File: src/rtl/z80_bus_tracer.sv
// z80_bus_tracer: passive Z80 bus observer. Counts cycles and M1 fetches,
// records completed memory/IO transactions in a trace FIFO, and raises a
// sticky done on timeout, HALT or a write watchpoint hit.
// Build option: define Z80_TRACER_WATCH_EN to compile in the watchpoint logic.
module z80_bus_tracer #(
  parameter int ADDR_W      = 16,
  parameter int DATA_W      = 8,
  parameter int TRACE_DEPTH = 16,
  parameter int MAX_CYCLES  = 1_000_000,
  parameter int NUM_WATCH   = 4
) (
  input  logic                          clk,
  input  logic                          rst_L,
  input  logic [ADDR_W-1:0]             addr_bus,
  input  logic [DATA_W-1:0]             data_in,
  input  logic [DATA_W-1:0]             data_out,
  input  logic                          M1_L,
  input  logic                          MREQ_L,
  input  logic                          IORQ_L,
  input  logic                          RD_L,
  input  logic                          WR_L,
  input  logic                          RFSH_L,
  input  logic                          HALT_L,
  input  logic [NUM_WATCH*ADDR_W-1:0]   watch_addr,
  input  logic [NUM_WATCH-1:0]          watch_en,
  input  logic                          trace_pop,
  output logic                          trace_valid,
  output logic [ADDR_W+DATA_W+1:0]      trace_entry,
  output logic [7:0]                    trace_ovf,
  output logic [31:0]                   cycle_cnt,
  output logic [31:0]                   m1_cnt,
  output logic                          done,
  output logic [1:0]                    done_cause,
  output logic [2:0]                    watch_idx
);

  localparam int          PW      = $clog2(TRACE_DEPTH);
  localparam int          EW      = ADDR_W + DATA_W + 2;
  localparam logic [31:0] TO_LAST = 32'(MAX_CYCLES - 1);

  logic              active, act_q, commit;
  logic [ADDR_W-1:0] hold_addr;
  logic [DATA_W-1:0] hold_data;
  logic              hold_io, hold_wr;
  logic              halt_q, m1_q, m1_cond, halt_cond, timeout;
  logic              watch_hit;
  logic [2:0]        watch_sel;

  logic [EW-1:0]     mem [TRACE_DEPTH];
  logic [EW-1:0]     last_q;
  logic [PW:0]       wr_ptr, rd_ptr;
  logic              empty, full, pop_ok, push_ok, drop;

  // Refresh cycles are excluded so they never reach the trace.
  assign active    = (!MREQ_L || !IORQ_L) && (!RD_L || !WR_L) && RFSH_L;
  assign commit    = act_q && !active && !done;
  assign m1_cond   = !M1_L && !MREQ_L;
  assign halt_cond = !HALT_L && halt_q;
  assign timeout   = (cycle_cnt == TO_LAST);

  assign empty   = (wr_ptr == rd_ptr);
  assign full    = (wr_ptr[PW] != rd_ptr[PW]) && (wr_ptr[PW-1:0] == rd_ptr[PW-1:0]);
  assign pop_ok  = trace_pop && !empty;
  assign push_ok = commit && (!full || pop_ok);
  assign drop    = commit && full && !pop_ok;

  assign trace_valid = !empty;
  assign trace_entry = empty ? last_q : mem[rd_ptr[PW-1:0]];

`ifdef Z80_TRACER_WATCH_EN
  // Lowest enabled slot matching a committed memory write wins.
  always_comb begin
    watch_hit = 1'b0;
    watch_sel = '0;
    for (int k = NUM_WATCH - 1; k >= 0; k--) begin
      if (watch_en[k] && (watch_addr[k*ADDR_W +: ADDR_W] == hold_addr)) begin
        watch_hit = 1'b1;
        watch_sel = 3'(k);
      end
    end
    if (!(commit && !hold_io && hold_wr)) watch_hit = 1'b0;
  end

  // Slot index captured together with the watchpoint stop.
  always_ff @(posedge clk or negedge rst_L) begin
    if (!rst_L)                      watch_idx <= '0;
    else if (!done && watch_hit)     watch_idx <= watch_sel;
  end
`else
  wire unused_watch = ^{watch_addr, watch_en};
  assign watch_hit = 1'b0;
  assign watch_sel = '0;
  assign watch_idx = '0;
`endif

  // Bus sampling: holding register, previous-sample flags for edge detects.
  always_ff @(posedge clk or negedge rst_L) begin
    if (!rst_L) begin
      act_q     <= 1'b0;
      hold_addr <= '0;
      hold_data <= '0;
      hold_io   <= 1'b0;
      hold_wr   <= 1'b0;
      halt_q    <= 1'b0;
      m1_q      <= 1'b0;
    end else begin
      act_q  <= active;
      halt_q <= !HALT_L;
      m1_q   <= m1_cond;
      if (active) begin
        hold_addr <= addr_bus;
        hold_io   <= !IORQ_L;
        hold_wr   <= !WR_L;
        hold_data <= !WR_L ? data_out : data_in;
      end
    end
  end

  // Trace FIFO; a pop in the same cycle frees room for a push while full.
  always_ff @(posedge clk or negedge rst_L) begin
    if (!rst_L) begin
      wr_ptr    <= '0;
      rd_ptr    <= '0;
      last_q    <= '0;
      trace_ovf <= '0;
      for (int i = 0; i < TRACE_DEPTH; i++) mem[i] <= '0;
    end else begin
      if (pop_ok) begin
        last_q <= mem[rd_ptr[PW-1:0]];
        rd_ptr <= rd_ptr + 1'b1;
      end
      if (push_ok) begin
        mem[wr_ptr[PW-1:0]] <= {hold_io, hold_wr, hold_addr, hold_data};
        wr_ptr              <= wr_ptr + 1'b1;
      end
      if (drop && (trace_ovf != 8'hFF)) trace_ovf <= trace_ovf + 1'b1;
    end
  end

  // Counters and sticky stop with watchpoint > halt > timeout priority.
  always_ff @(posedge clk or negedge rst_L) begin
    if (!rst_L) begin
      cycle_cnt  <= '0;
      m1_cnt     <= '0;
      done       <= 1'b0;
      done_cause <= 2'b00;
    end else if (!done) begin
      cycle_cnt <= cycle_cnt + 1'b1;
      if (m1_cond && !m1_q) m1_cnt <= m1_cnt + 1'b1;
      if (watch_hit) begin
        done       <= 1'b1;
        done_cause <= 2'b11;
      end else if (halt_cond) begin
        done       <= 1'b1;
        done_cause <= 2'b10;
      end else if (timeout) begin
        done       <= 1'b1;
        done_cause <= 2'b01;
      end
    end
  end

endmodule

File: config.mk
export PLATFORM = sky130hd
export DESIGN_NAME = z80_bus_tracer
export DESIGN_NICKNAME = d
export VERILOG_FILES = /design/src/rtl/z80_bus_tracer.sv
export SDC_FILE = /design/constraint.sdc
export NUM_CORES = 1
export LEC_CHECK = 0
export ABC_CLOCK_PERIOD_IN_PS = 3900
export CAP_MARGIN = 20
export CORE_MARGIN = 2
export CORE_UTILIZATION = 55
export DETAILED_ROUTE_END_ITERATION = 10
export HOLD_SLACK_MARGIN = 0.12
export PLACE_DENSITY_LB_ADDON = 0.08
export SKIP_CTS_REPAIR_TIMING = 1
export SLEW_MARGIN = 20
export SYNTH_ARGS = -nofsm -noshare
export SYNTH_HDL_FRONTEND = slang
export SYNTH_SLANG_ARGS = --single-unit
File: constraint.sdc
create_clock -name clk -period 3.9 [get_ports clk]
set_input_delay 0.585 -clock clk [delete_from_list [all_inputs] [get_ports clk]]
set_output_delay 0.585 -clock clk [all_outputs]
set_load 0.03 [all_outputs]
==> report_table.html, run 1 <==
<table>
<tr><th>Metric</th><th>Value</th></tr>
<tr><th colspan="2">STA</th></tr>
<tr><td>Total setup violations reported at the end of the flow</td><td>0</td></tr>
<tr><td>Final Max Tran Viols</td><td>0</td></tr>
<tr><td>Unrepaired setup endpoints after global routing</td><td>false</td></tr>
<tr><td>Least-Margin Pin Slew</td><td>981 ps</td></tr>
<tr><td>Minimum clock period</td><td>3770 ps</td></tr>
<tr><td>Achievable clock frequency</td><td>266 MHz</td></tr>
<tr><td>Period utilization</td><td>96.6%</td></tr>
<tr><td>Aggregate negative setup slack</td><td>0 ps</td></tr>
<tr><td>Fin. Hold Viols</td><td>0</td></tr>
<tr><td>Post-Route Skew</td><td>17.7 ps</td></tr>
<tr><td>Slew HR</td><td>34.6%</td></tr>
<tr><th colspan="2">Global routing</th></tr>
<tr><td>Initial antenna violation count</td><td>2</td></tr>
<tr><td>Total congestion overflow</td><td>0</td></tr>
<tr><td>Pin count of the biggest net entering global routing</td><td>107</td></tr>
<tr><td>Overall global routing resource usage</td><td>25.6%</td></tr>
<tr><td>Vias in the first global route</td><td>16100</td></tr>
<tr><td>Global-route wire length before repair</td><td>97800 um</td></tr>
<tr><th colspan="2">Layout</th></tr>
<tr><td>Fin area</td><td>0.0304 mm^2</td></tr>
<tr><td>Utilization of the core after routing</td><td>63.9%</td></tr>
<tr><td>Layout-stage area growth over the synthesis result</td><td>14.8%</td></tr>
<tr><td>Fraction of layout instances using a drive strength above 1</td><td>38.6%</td></tr>
<tr><td>Fill count</td><td>3565</td></tr>
<tr><td>Final cell count without fillers</td><td>2607</td></tr>
<tr><td>Number of nets in the finished design</td><td>2062</td></tr>
<tr><th colspan="2">Floorplan</th></tr>
<tr><td>Initial core utilization</td><td>55.7%</td></tr>
<tr><td>Standard-cell row count</td><td>80</td></tr>
<tr><td>Top-level port count</td><td>215</td></tr>
<tr><td>Die Area</td><td>0.0500 mm^2</td></tr>
<tr><td>Die outline width</td><td>224 um</td></tr>
<tr><td>Total core area</td><td>0.0476 mm^2</td></tr>
<tr><td>Height of the die</td><td>224 um</td></tr>
<tr><th colspan="2">Placement</th></tr>
<tr><td>Routability cong.</td><td>0.793</td></tr>
<tr><td>Number of port buffers</td><td>143</td></tr>
<tr><td>Placed Cells incl. Taps</td><td>2496</td></tr>
<tr><td>HPWL after detailed placement</td><td>36900 um</td></tr>
<tr><td>Standard cell area after detailed placement</td><td>0.0285 mm^2</td></tr>
<tr><th colspan="2">Yosys</th></tr>
<tr><td>Share of Yosys cell area claimed by the top area cell type</td><td>52.5%</td></tr>
<tr><td>Most frequently used cell type in the post-synthesis netlist</td><td>dfrtp_1</td></tr>
<tr><td>Yosys warning count</td><td>0</td></tr>
<tr><td>Number of enable flip-flop cells after synthesis</td><td>0</td></tr>
<tr><td>Netlist cell types</td><td>42</td></tr>
<tr><td>Most area-consuming cells after synthesis</td><td>dfrtp_1 (52%), mux2_4 (17%), mux2_2 (7.3%)</td></tr>
<tr><td>Sequential share of the synthesized area</td><td>52.5%</td></tr>
<tr><td>Share of async-settable or async-resettable flops after synthesis</td><td>100%</td></tr>
<tr><td>Most instantiated cells after synthesis</td><td>dfrtp_1 (556), mux2_4 (299), mux2_2 (173)</td></tr>
<tr><td>Post-synth top area cell</td><td>dfrtp_1</td></tr>
<tr><td>Commonest register cell after synthesis</td><td>dfrtp_1</td></tr>
<tr><td>Gate count after technology mapping</td><td>1802</td></tr>
<tr><td>Number of register bits inferred by synthesis</td><td>556</td></tr>
<tr><td>Netlist area before placement</td><td>0.0265 mm^2</td></tr>
<tr><td>Syn Area/Cell</td><td>14.7 um^2</td></tr>
<tr><th colspan="2">Routing</th></tr>
<tr><td>DRC violations left</td><td>0</td></tr>
<tr><td>WL final</td><td>62300 um</td></tr>
<tr><td>Post-DR wirelength/cell</td><td>23.9 um</td></tr>
<tr><td>Starting DRT DRC Count</td><td>1034</td></tr>
<tr><td>Number of vias after detailed routing</td><td>15000</td></tr>
<tr><td>First-pass detailed-route iteration total</td><td>4</td></tr>
<tr><td>Antenna-violating nets left</td><td>0</td></tr>
<tr><td>Ratio of routed vias to standard cells</td><td>5.76</td></tr>
<tr><th colspan="2">Worst setup path</th></tr>
<tr><td>Critical-path maximum fanout</td><td>57</td></tr>
<tr><td>Required time of the worst setup path</td><td>3310 ps</td></tr>
<tr><td>Crit path max-delay cell type</td><td>buf_4</td></tr>
<tr><td>Critical Path Start Type</td><td>flip-flop</td></tr>
<tr><td>Worst setup path startpoint</td><td>rd_ptr[2]$_DFFE_PN0P_</td></tr>
<tr><td>Worst Setup Path Type</td><td>reg -&gt; out</td></tr>
<tr><td>Delay of the slowest cell on the worst path</td><td>740 ps</td></tr>
<tr><td>Ordered list of cells on the worst path</td><td>buf_4 -&gt; mux4_2 -&gt; mux2i_1 -&gt; o22ai_1 -&gt; mux2_2 -&gt; buf_4</td></tr>
<tr><td>Arrival time reported for the critical path endpoint</td><td>3180 ps</td></tr>
<tr><td>Reg-to-Reg Start</td><td>rd_ptr[0]$_DFFE_PN0P_</td></tr>
<tr><td>Most frequent cell on the critical path</td><td>buf_4</td></tr>
<tr><td>CP Capture Type</td><td>primary output</td></tr>
<tr><th colspan="2">Worst hold path</th></tr>
<tr><td>Class of the tightest hold or removal check</td><td>reg -&gt; reg</td></tr>
<tr><td>Worst Hold Launch</td><td>m1_cnt[31]$_DFFE_PN0P_</td></tr>
<tr><th colspan="2">Power and ir drop</th></tr>
<tr><td>Overall power</td><td>16.1 mW</td></tr>
<tr><td>Worst vdd ir</td><td>0.442 mV</td></tr>
<tr><td>Power density cells</td><td>528 mW/mm^2</td></tr>
<tr><td>Cell leakage power</td><td>14.5 nW</td></tr>
<tr><th colspan="2">Clock network</th></tr>
<tr><td>Worst-Skew Late Latency</td><td>620 ps</td></tr>
<tr><td>Number of sinks on the clock net</td><td>556</td></tr>
<tr><td>Clock root buffer master</td><td>clkbuf_16</td></tr>
<tr><td>Level count of the clock H-tree</td><td>2</td></tr>
<tr><td>Clock Path Buffers</td><td>3</td></tr>
<tr><td>Clock-pin slew reported for the worst setup and hold paths after clock tree synthesis</td><td>60 ps</td></tr>
<tr><td>CTS buffer count</td><td>59</td></tr>
<tr><td>CTS tree</td><td>done</td></tr>
<tr><th colspan="2">Job</th></tr>
<tr><td>Number of max-cap violations</td><td>0</td></tr>
<tr><th colspan="2">Outcome</th></tr>
<tr><td>Outcome</td><td>completed</td></tr>
</table>
## final cells by class
class / instances / area, um^2 / share of cell area [%]
Inverter: 11 / 41.3 / 0.136
Tap cell: 615 / 769 / 2.53
Antenna cell: 1 / 2.50 / 0.00822
Timing Repair Buffer: 212 / 2060 / 6.76
Clock buffer: 84 / 1760 / 5.79
Sequential cell: 556 / 13900 / 45.7
Clock inverter: 24 / 154 / 0.506
Multi-Input combinational cell: 1104 / 11700 / 38.5
## cells in the final DEF (no fill, tap or decap), types with 4 or more instances in the layout
cell / count
dfrtp_1: 552
mux2_4: 299
mux2_2: 173
nand2_1: 167
clkdlybuf4s50_1: 121
mux2i_1: 86
mux4_2: 78
buf_4: 76
clkbuf_16: 61
xnor2_1: 47
o21ai_0: 39
xor2_1: 35
o22ai_1: 26
nor2_1: 26
nand3_1: 26
clkinv_2: 20
nand4_1: 16
and3_2: 16
clkbuf_8: 15
nor3_1: 13
buf_12: 12
inv_1: 10
ha_1: 8
clkbuf_1: 8
and3_1: 6
nor2b_1: 5
and2_1: 4
nor4_1: 4
## routing by layer
layer  track usage (%)  wire length, um  share of wire [%]
met5                 0                0                  0
met4              7.98             1720                2.8
met3              4.26             2420                3.9
met2              41.1            29900                 48
met1              36.2            28300                 45
## sequential cells by signal, summed over array words and instances, names as in the netlist
| signal | cells |
|---|---|
| done_cause | 2 |
| mem | 416 |
| wr_ptr | 5 |
| last_q | 26 |
| halt_q | 1 |
| m1_cnt | 32 |
| hold_wr | 1 |
| hold_addr | 16 |
| hold_io | 1 |
| trace_ovf | 8 |
| done | 1 |
| rd_ptr | 5 |
| cycle_cnt | 32 |
| hold_data | 8 |
| act_q | 1 |
| m1_q | 1 |
## critical path: cells and delay by family, from the launching register on
| family | cells | cell delay, ps |
|---|---|---|
| flip-flops | 1 | 440 |
| buffers and inverters | 2 | 900 |
| AO/OA/AOI/OAI | 1 | 220 |
| multiplexers | 3 | 950 |
## cells by family (layout without fill, tap and decap cells)
logic type | after synthesis | after routing | synth area share, %
muxes | 636 | 636 | 34.1
adders and majority gates | 8 | 8 | 0.377
other | 1 | 4 | 0.0141
AOI/OAI and AO/OA | 70 | 70 | 1.50
and+or+nand+nor | 305 | 305 | 5.33
buffers and inverters | 144 | 331 | 3.45
DFF | 556 | 556 | 52.5
xor gates and xnor gates | 82 | 82 | 2.71
## metrics by stage
step           hold WS [ps]  setup WS (ps)
2_1_floorplan           289           1320
3_3_place_gp            463            591
3_5_place_dp            465            541
4_1_cts                55.6           -140
5_1_grt                 498           5.32
6_report                470            134
## report_power, final
part	internal, mW	total [mW]	switching (mW)
logic	1.70	3.98	2.28
clock network	3.19	5.55	2.35
registers	6.10	6.56	0.456
## final timing paths
check	to	slack [ps]	depth (start not counted)
setup / recovery	trace_entry[23]	130	6
hold / removal	m1_cnt[31]$_DFFE_PN0P_	470	1
setup reg to reg	last_q[9]$_DFFE_PN0P_	780	7
hold reg to reg	m1_cnt[31]$_DFFE_PN0P_	470	1
min in group asynchronous	hold_addr[10]$_DFFE_PN0P_	650	2
max in group asynchronous	mem[1]$_DFFE_PN0P_	2270	3
Power figures use the tool's default switching activity.
==> run 2, diff against run 1 <==
Settings changed: CORE_ASPECT_RATIO set to 1.25, SETUP_SLACK_MARGIN set to 0.1.
==> run 2 against run 1 <==
Compared with the run above:
- critical endpoint is now trace_entry[19]
- sequential cell count is the same
- sequential share of layout area decreased by 0.36 points
- routed wire length down 2.0%
- via count decreased by 0.55%
- critical path depth unchanged
- die area barely moved
- highest routed layer unchanged
- combinational power barely moved
- final cell count grew 0.35%
- largest power group unchanged
- maximum frequency increased by 0.26%
- critical path type unchanged
==> report_table.html, run 2 (synthesis results as in run 1) <==
<table>
<tr><th>Metric</th><th>Value</th></tr>
<tr><th colspan="2">Worst hold path</th></tr>
<tr><td>Worst Hold Depth</td><td>1</td></tr>
<tr><td>Worst Hold Launch</td><td>m1_cnt[31]$_DFFE_PN0P_</td></tr>
<tr><td>Endpoint of the worst hold path</td><td>m1_cnt[31]$_DFFE_PN0P_</td></tr>
<tr><td>Class of the tightest hold or removal check</td><td>reg -&gt; reg</td></tr>
<tr><th colspan="2">Worst setup path</th></tr>
<tr><td>Critical-path maximum fanout</td><td>18</td></tr>
<tr><td>Critical Path Start Type</td><td>flip-flop</td></tr>
<tr><td>Critical register-to-register path endpoint</td><td>last_q[14]$_DFFE_PN0P_</td></tr>
<tr><td>Worst Setup Path Type</td><td>reg -&gt; out</td></tr>
<tr><td>Count of cells along the worst register-to-register path</td><td>7</td></tr>
<tr><td>R2R Setup Slk</td><td>1160 ps</td></tr>
<tr><td>CP Capture Type</td><td>primary output</td></tr>
<tr><td>Required time of the worst setup path</td><td>3310 ps</td></tr>
<tr><td>Arrival time reported for the critical path endpoint</td><td>3170 ps</td></tr>
<tr><td>Reg-to-Reg Start</td><td>rd_ptr[0]$_DFFE_PN0P_</td></tr>
<tr><th colspan="2">Global routing</th></tr>
<tr><td>Initial antenna violation count</td><td>0</td></tr>
<tr><td>Total congestion overflow</td><td>0</td></tr>
<tr><td>Pin count of the biggest net entering global routing</td><td>80</td></tr>
<tr><td>Vias in the first global route</td><td>16100</td></tr>
<tr><td>Global-route wire length before repair</td><td>97200 um</td></tr>
<tr><td>Overall global routing resource usage</td><td>25.0%</td></tr>
<tr><th colspan="2">Floorplan</th></tr>
<tr><td>Total core area</td><td>0.0474 mm^2</td></tr>
<tr><td>Die Area</td><td>0.0500 mm^2</td></tr>
<tr><td>Top-level port count</td><td>215</td></tr>
<tr><td>Height of the die</td><td>249 um</td></tr>
<tr><td>Initial core utilization</td><td>55.9%</td></tr>
<tr><td>Standard-cell row count</td><td>89</td></tr>
<tr><td>Die outline width</td><td>200 um</td></tr>
<tr><th colspan="2">STA</th></tr>
<tr><td>Minimum clock period</td><td>3760 ps</td></tr>
<tr><td>Post-Route Skew</td><td>21.7 ps</td></tr>
<tr><td>Aggregate negative setup slack</td><td>0 ps</td></tr>
<tr><td>Achievable clock frequency</td><td>266 MHz</td></tr>
<tr><td>Worst setup margin</td><td>144 ps</td></tr>
<tr><td>Final Max Tran Viols</td><td>0</td></tr>
<tr><td>Least-Margin Pin Slew</td><td>1080 ps</td></tr>
<tr><td>Unrepaired setup endpoints after global routing</td><td>true</td></tr>
<tr><td>Total setup violations reported at the end of the flow</td><td>0</td></tr>
<tr><td>Slew HR</td><td>27.5%</td></tr>
<tr><td>Period utilization</td><td>96.3%</td></tr>
<tr><td>Fin. Hold Viols</td><td>0</td></tr>
<tr><th colspan="2">Power and ir drop</th></tr>
<tr><td>Worst vdd ir</td><td>0.464 mV</td></tr>
<tr><td>Cell leakage power</td><td>14.6 nW</td></tr>
<tr><td>Power density cells</td><td>530 mW/mm^2</td></tr>
<tr><td>Cell internal power dissipation</td><td>11.2 mW</td></tr>
<tr><td>Comb pwr share</td><td>24.5%</td></tr>
<tr><td>Part of the total power dissipated in the clock network</td><td>35.3%</td></tr>
<tr><td>Sw Ratio</td><td>31.0%</td></tr>
<tr><td>Proportion of power drawn by flip-flops and latches</td><td>40.2%</td></tr>
<tr><td>Switch Pwr</td><td>5.03 mW</td></tr>
<tr><th colspan="2">Routing</th></tr>
<tr><td>Number of vias after detailed routing</td><td>14900</td></tr>
<tr><td>Post-DR wirelength/cell</td><td>23.3 um</td></tr>
<tr><td>Antenna-violating nets left</td><td>0</td></tr>
<tr><td>Starting DRT DRC Count</td><td>775</td></tr>
<tr><td>Ratio of routed vias to standard cells</td><td>5.71</td></tr>
<tr><td>WL final</td><td>61100 um</td></tr>
<tr><td>First-pass detailed-route iteration total</td><td>5</td></tr>
<tr><td>DRC violations left</td><td>0</td></tr>
<tr><th colspan="2">Layout</th></tr>
<tr><td>Final cell count without fillers</td><td>2616</td></tr>
<tr><td>Register bank with the most flops</td><td>mem</td></tr>
<tr><td>Number of nets in the finished design</td><td>2052</td></tr>
<tr><td>Max reg flops</td><td>416</td></tr>
<tr><td>Number of antenna diodes</td><td>0</td></tr>
<tr><td>Commonest non-fill, non-tap cell in the layout</td><td>dfrtp_1</td></tr>
<tr><td>Largest registers</td><td>mem x416, cycle_cnt x32, m1_cnt x32</td></tr>
<tr><td>Fraction of layout instances using a drive strength above 1</td><td>38.0%</td></tr>
<tr><td>Commonest cells after routing, fill and taps aside</td><td>dfrtp_1 (552), mux2_4 (299), mux2_2 (173)</td></tr>
<tr><td>Layout-stage area growth over the synthesis result</td><td>15.7%</td></tr>
<tr><td>Utilization of the core after routing</td><td>64.7%</td></tr>
<tr><th colspan="2">Placement</th></tr>
<tr><td>Placed Cells incl. Taps</td><td>2510</td></tr>
<tr><td>HPWL after detailed placement</td><td>36300 um</td></tr>
<tr><td>Setup slack after placement</td><td>687 ps</td></tr>
<tr><td>Number of port buffers</td><td>143</td></tr>
<tr><td>Routability cong.</td><td>0.764</td></tr>
<tr><th colspan="2">Clock network</th></tr>
<tr><td>Level count of the clock H-tree</td><td>2</td></tr>
<tr><td>Clock-pin slew reported for the worst setup and hold paths after clock tree synthesis</td><td>60 ps</td></tr>
<tr><td>CTS buffer count</td><td>57</td></tr>
<tr><td>Clock root buffer master</td><td>clkbuf_16</td></tr>
<tr><td>Number of sinks on the clock net</td><td>556</td></tr>
<tr><td>CTS tree</td><td>done</td></tr>
<tr><td>Worst-Skew Late Latency</td><td>620 ps</td></tr>
<tr><td>Clock Path Buffers</td><td>3</td></tr>
<tr><th colspan="2">Outcome</th></tr>
<tr><td>Outcome</td><td>completed</td></tr>
<tr><th colspan="2">Job</th></tr>
<tr><td>Number of max-cap violations</td><td>0</td></tr>
</table>
-- run 2: power by group through the flow --
stage	Clock [mW]	Sequential, mW	Combinational (mW)
after floorplan	0	6.43	2.74
after CTS	5.89	6.52	3.99
after detailed placement	0	6.61	3.97
final	5.75	6.53	3.98
after global routing	6.11	6.59	4.28
after global placement	0	6.59	3.95
-- run 2: metrics by stage --
step	total power, mW	instance area, um^2	hold slack [ps]
global route	17.0	30700	469
finish	16.3	30700	491
detailed placement	10.6	28700	479
floorplan	9.17	26500	289
global placement	10.5	28700	468
CTS	16.4	30600	-77.5
-- run 2: layout make-up --
cell class                 count  area, um^2
fill                        3569       16700
multi-input combinational   1104       11700
clock inverter                27         354
tap                          637         797
inverter                      11        41.3
sequential                   556       13900
timing repair buffer         204        2230
clock buffer                  77        1610
-- run 2: critical path, stage by stage (launching register included) --
cell	delay [ps]
dfrtp_4	530
buf_16	220
mux4_2	520
mux2i_1	200
o22ai_1	150
mux2_2	310
clkdlybuf4s50_1	590
-- run 2: metal layers --
metal / global-route usage, % / vias to the layer above / part of all wire [%]
li1: - / 6663 / -
met5: 0 / - / 0
met4: 5.71 / 0 / 1.9
met2: 41.9 / 255 / 49
met3: 3.51 / 78 / 3.3
met1: 34.9 / 7949 / 46
-- run 2: how the worst max path moves through the flow --
stage	startpoint	endpoint	cells after the start
after floorplan	rd_ptr[2]$_DFFE_PN0P_	trace_entry[16]	7
after global placement	rd_ptr[0]$_DFFE_PN0P_	trace_valid	5
after detailed placement	rd_ptr[0]$_DFFE_PN0P_	trace_valid	5
after CTS	rd_ptr[0]$_DFFE_PN0P_	trace_valid	5
after global routing	rd_ptr[1]$_DFFE_PN0P_	trace_entry[19]	6
final	rd_ptr[1]$_DFFE_PN0P_	trace_entry[19]	6
==> edit (flow settings as in run 2) <==
The parameter `ADDR_W` goes from 16 to 15.
--- a/src/rtl/z80_bus_tracer.sv
+++ b/src/rtl/z80_bus_tracer.sv
@@ -4,5 +4,5 @@
 // Build option: define Z80_TRACER_WATCH_EN to compile in the watchpoint logic.
 module z80_bus_tracer #(
-  parameter int ADDR_W      = 16,
+  parameter int ADDR_W      = 15,
   parameter int DATA_W      = 8,
   parameter int TRACE_DEPTH = 16,
Interface: changed (resized addr_bus, trace_entry and watch_addr); port bits go from 215 to 209. The function was not compared with the original's and may differ.
==> edit against run 2 <==
Routed wire length shrank 2.7%; area after synthesis shrank 1.3%; critical path type unchanged; worst setup slack gained 0.013 ns; highest routed layer unchanged; largest cell class unchanged; sequential power shrank 6.4%; final area shrank 2.8%; count of clock-buffer cells in the layout is the same; critical endpoint is now trace_entry[6]; non-clock buffer count grew 2; sequential cell count shrank 18; synthesized cell count shrank 2.1%; power shrank 9.8%.
==> edit: results (changes against run 2) <==
dpl cells=2,471 (-1.6%); IO Port Bufs=141 (-1.4%); multiplexer area fraction after synthesis=33.5% (-0.60 points); Clk network pwr share=34.6% (-0.7 points); crit path DAT=3.16 ns (about the same); sequential cell area fraction in the yosys report=51.5% (-1.0 points); vias in the first global route=15,900 (-1.3%); pre-CTS setup slack=0.386 ns (-0.301 ns); Comb power=0.00349 W (-12%); largest net degree at the start of global routing=93 (+16%); first-pass GRT wire length=94.2 mm (-3.1%); Tightest Pin Transition=0.783 ns (-0.298 ns); Synth Area in Compound Gates=1.60% (+0.10 points); Final Skew=0.0165 ns (-0.00519 ns); XOR/XNOR share of the synthesized area=2.73% (+0.022 points); number of synthesized flops with an enable pin=0 (unchanged); CTS Sinks=538 (-3.2%); Layout Nets=2,009 (-2.1%); Non-CTS buffers=206 (+0.98%); Placed Area=28,000 sq um (-2.3%); fraction of area in multi-input gates=38.7% (+0.44 points); Cells after Synth=1,765 (-2.1%); clock buffers=77 (unchanged); metal3 WL=1.99 mm (-2.7%); multi-input logic area=11,500 sq um (-1.7%); M1 WL=26.3 mm (-5.3%); Signal buf overhead=7.62% (+0.36 points); f_max=0.267 GHz (+0.34%); Routed Wire Length=59.4 mm (-2.7%); worst setup path end=trace_entry[6]; sequential cell area share=45.2% (-0.21 points); clock slew at reported path FFs=0.06 ns (about the same); WL met2=29.6 mm (-1.6%); layout cells sized above 1=37.4% (-0.61 points); Adder-Cell Fraction of Synth Area=0.383% (+0.0051 points); via count of the routed design=14,700 (-1.7%); Non-CTS inverters=12 (+1); hold_ws=0.484 ns (-0.00783 ns); biggest regs=mem (400), cycle_cnt (32), m1_cnt (32); Final clock-cell share=5.73% (-0.68 points); Multi-input comb cells=1,084 (-1.8%); static leakage=14.2 nW (-2.4%); R2R Path Start=wr_ptr[4]$_DFFE_PN0P_; Min-Delay Startpoint=m1_cnt[31]$_DFFE_PN0P_; CP max FO=17 (-1); GP Congestion=0.818 (+7.1%); Reg2Reg Setup Slack=1.05 ns (-0.11 ns); peak supply drop=0.516 mV (+11%); synth cell count leaders=dfrtp_1, mux2_4, nand2_1; synth unique cells=48 (+14%); total track usage=25.1% (+0.13 points); iteration-0 DRC count of the detailed router=619 (-20%); WL/cell=23.1 um (-0.98%); status=finished clean; dpl hpwl=35.8 mm (-1.3%); power per cell area=491 nW/um^2 (-7.2%); Initial DRT Pass Iterations=5 (unchanged); Num CTS Buffers=54 (-5.3%); Sw Ratio=30.5% (-0.43 points); fillers=3,542 (-0.76%)
## edit: cell types whose count changed after synthesis, sizes merged, moves of 3 or more
| cell | run 2 | this run |
|---|---|---|
| nand3 | 26 | 20 |
| nor3 | 14 | 6 |
| mux2i | 86 | 83 |
| nand2 | 170 | 166 |
| and3 | 22 | 27 |
| nand4 | 16 | 22 |
| nor2b | 6 | 3 |
| nor4 | 6 | 9 |
| mux2 | 472 | 456 |
| xnor2 | 47 | 44 |
| nor2 | 26 | 38 |
| mux4 | 78 | 75 |
| dfrtp | 556 | 538 |
## edit: critical path: stages, from the launching register on
cell and delay, ns:
dfrtp_4 0.50, buf_12 0.13, buf_12 0.18, mux4_2 0.52
mux2i_1 0.18, o22ai_1 0.12, mux2_2 0.32, clkdlybuf4s50_1 0.59
## edit: layer usage
layer  vias to the layer above  global-route usage [%]
met4                         0                    7.27
met2                       295                    42.5
met5                         -                       0
li1                       6518                       -
met1                      7783                    34.0
met3                        95                    3.52
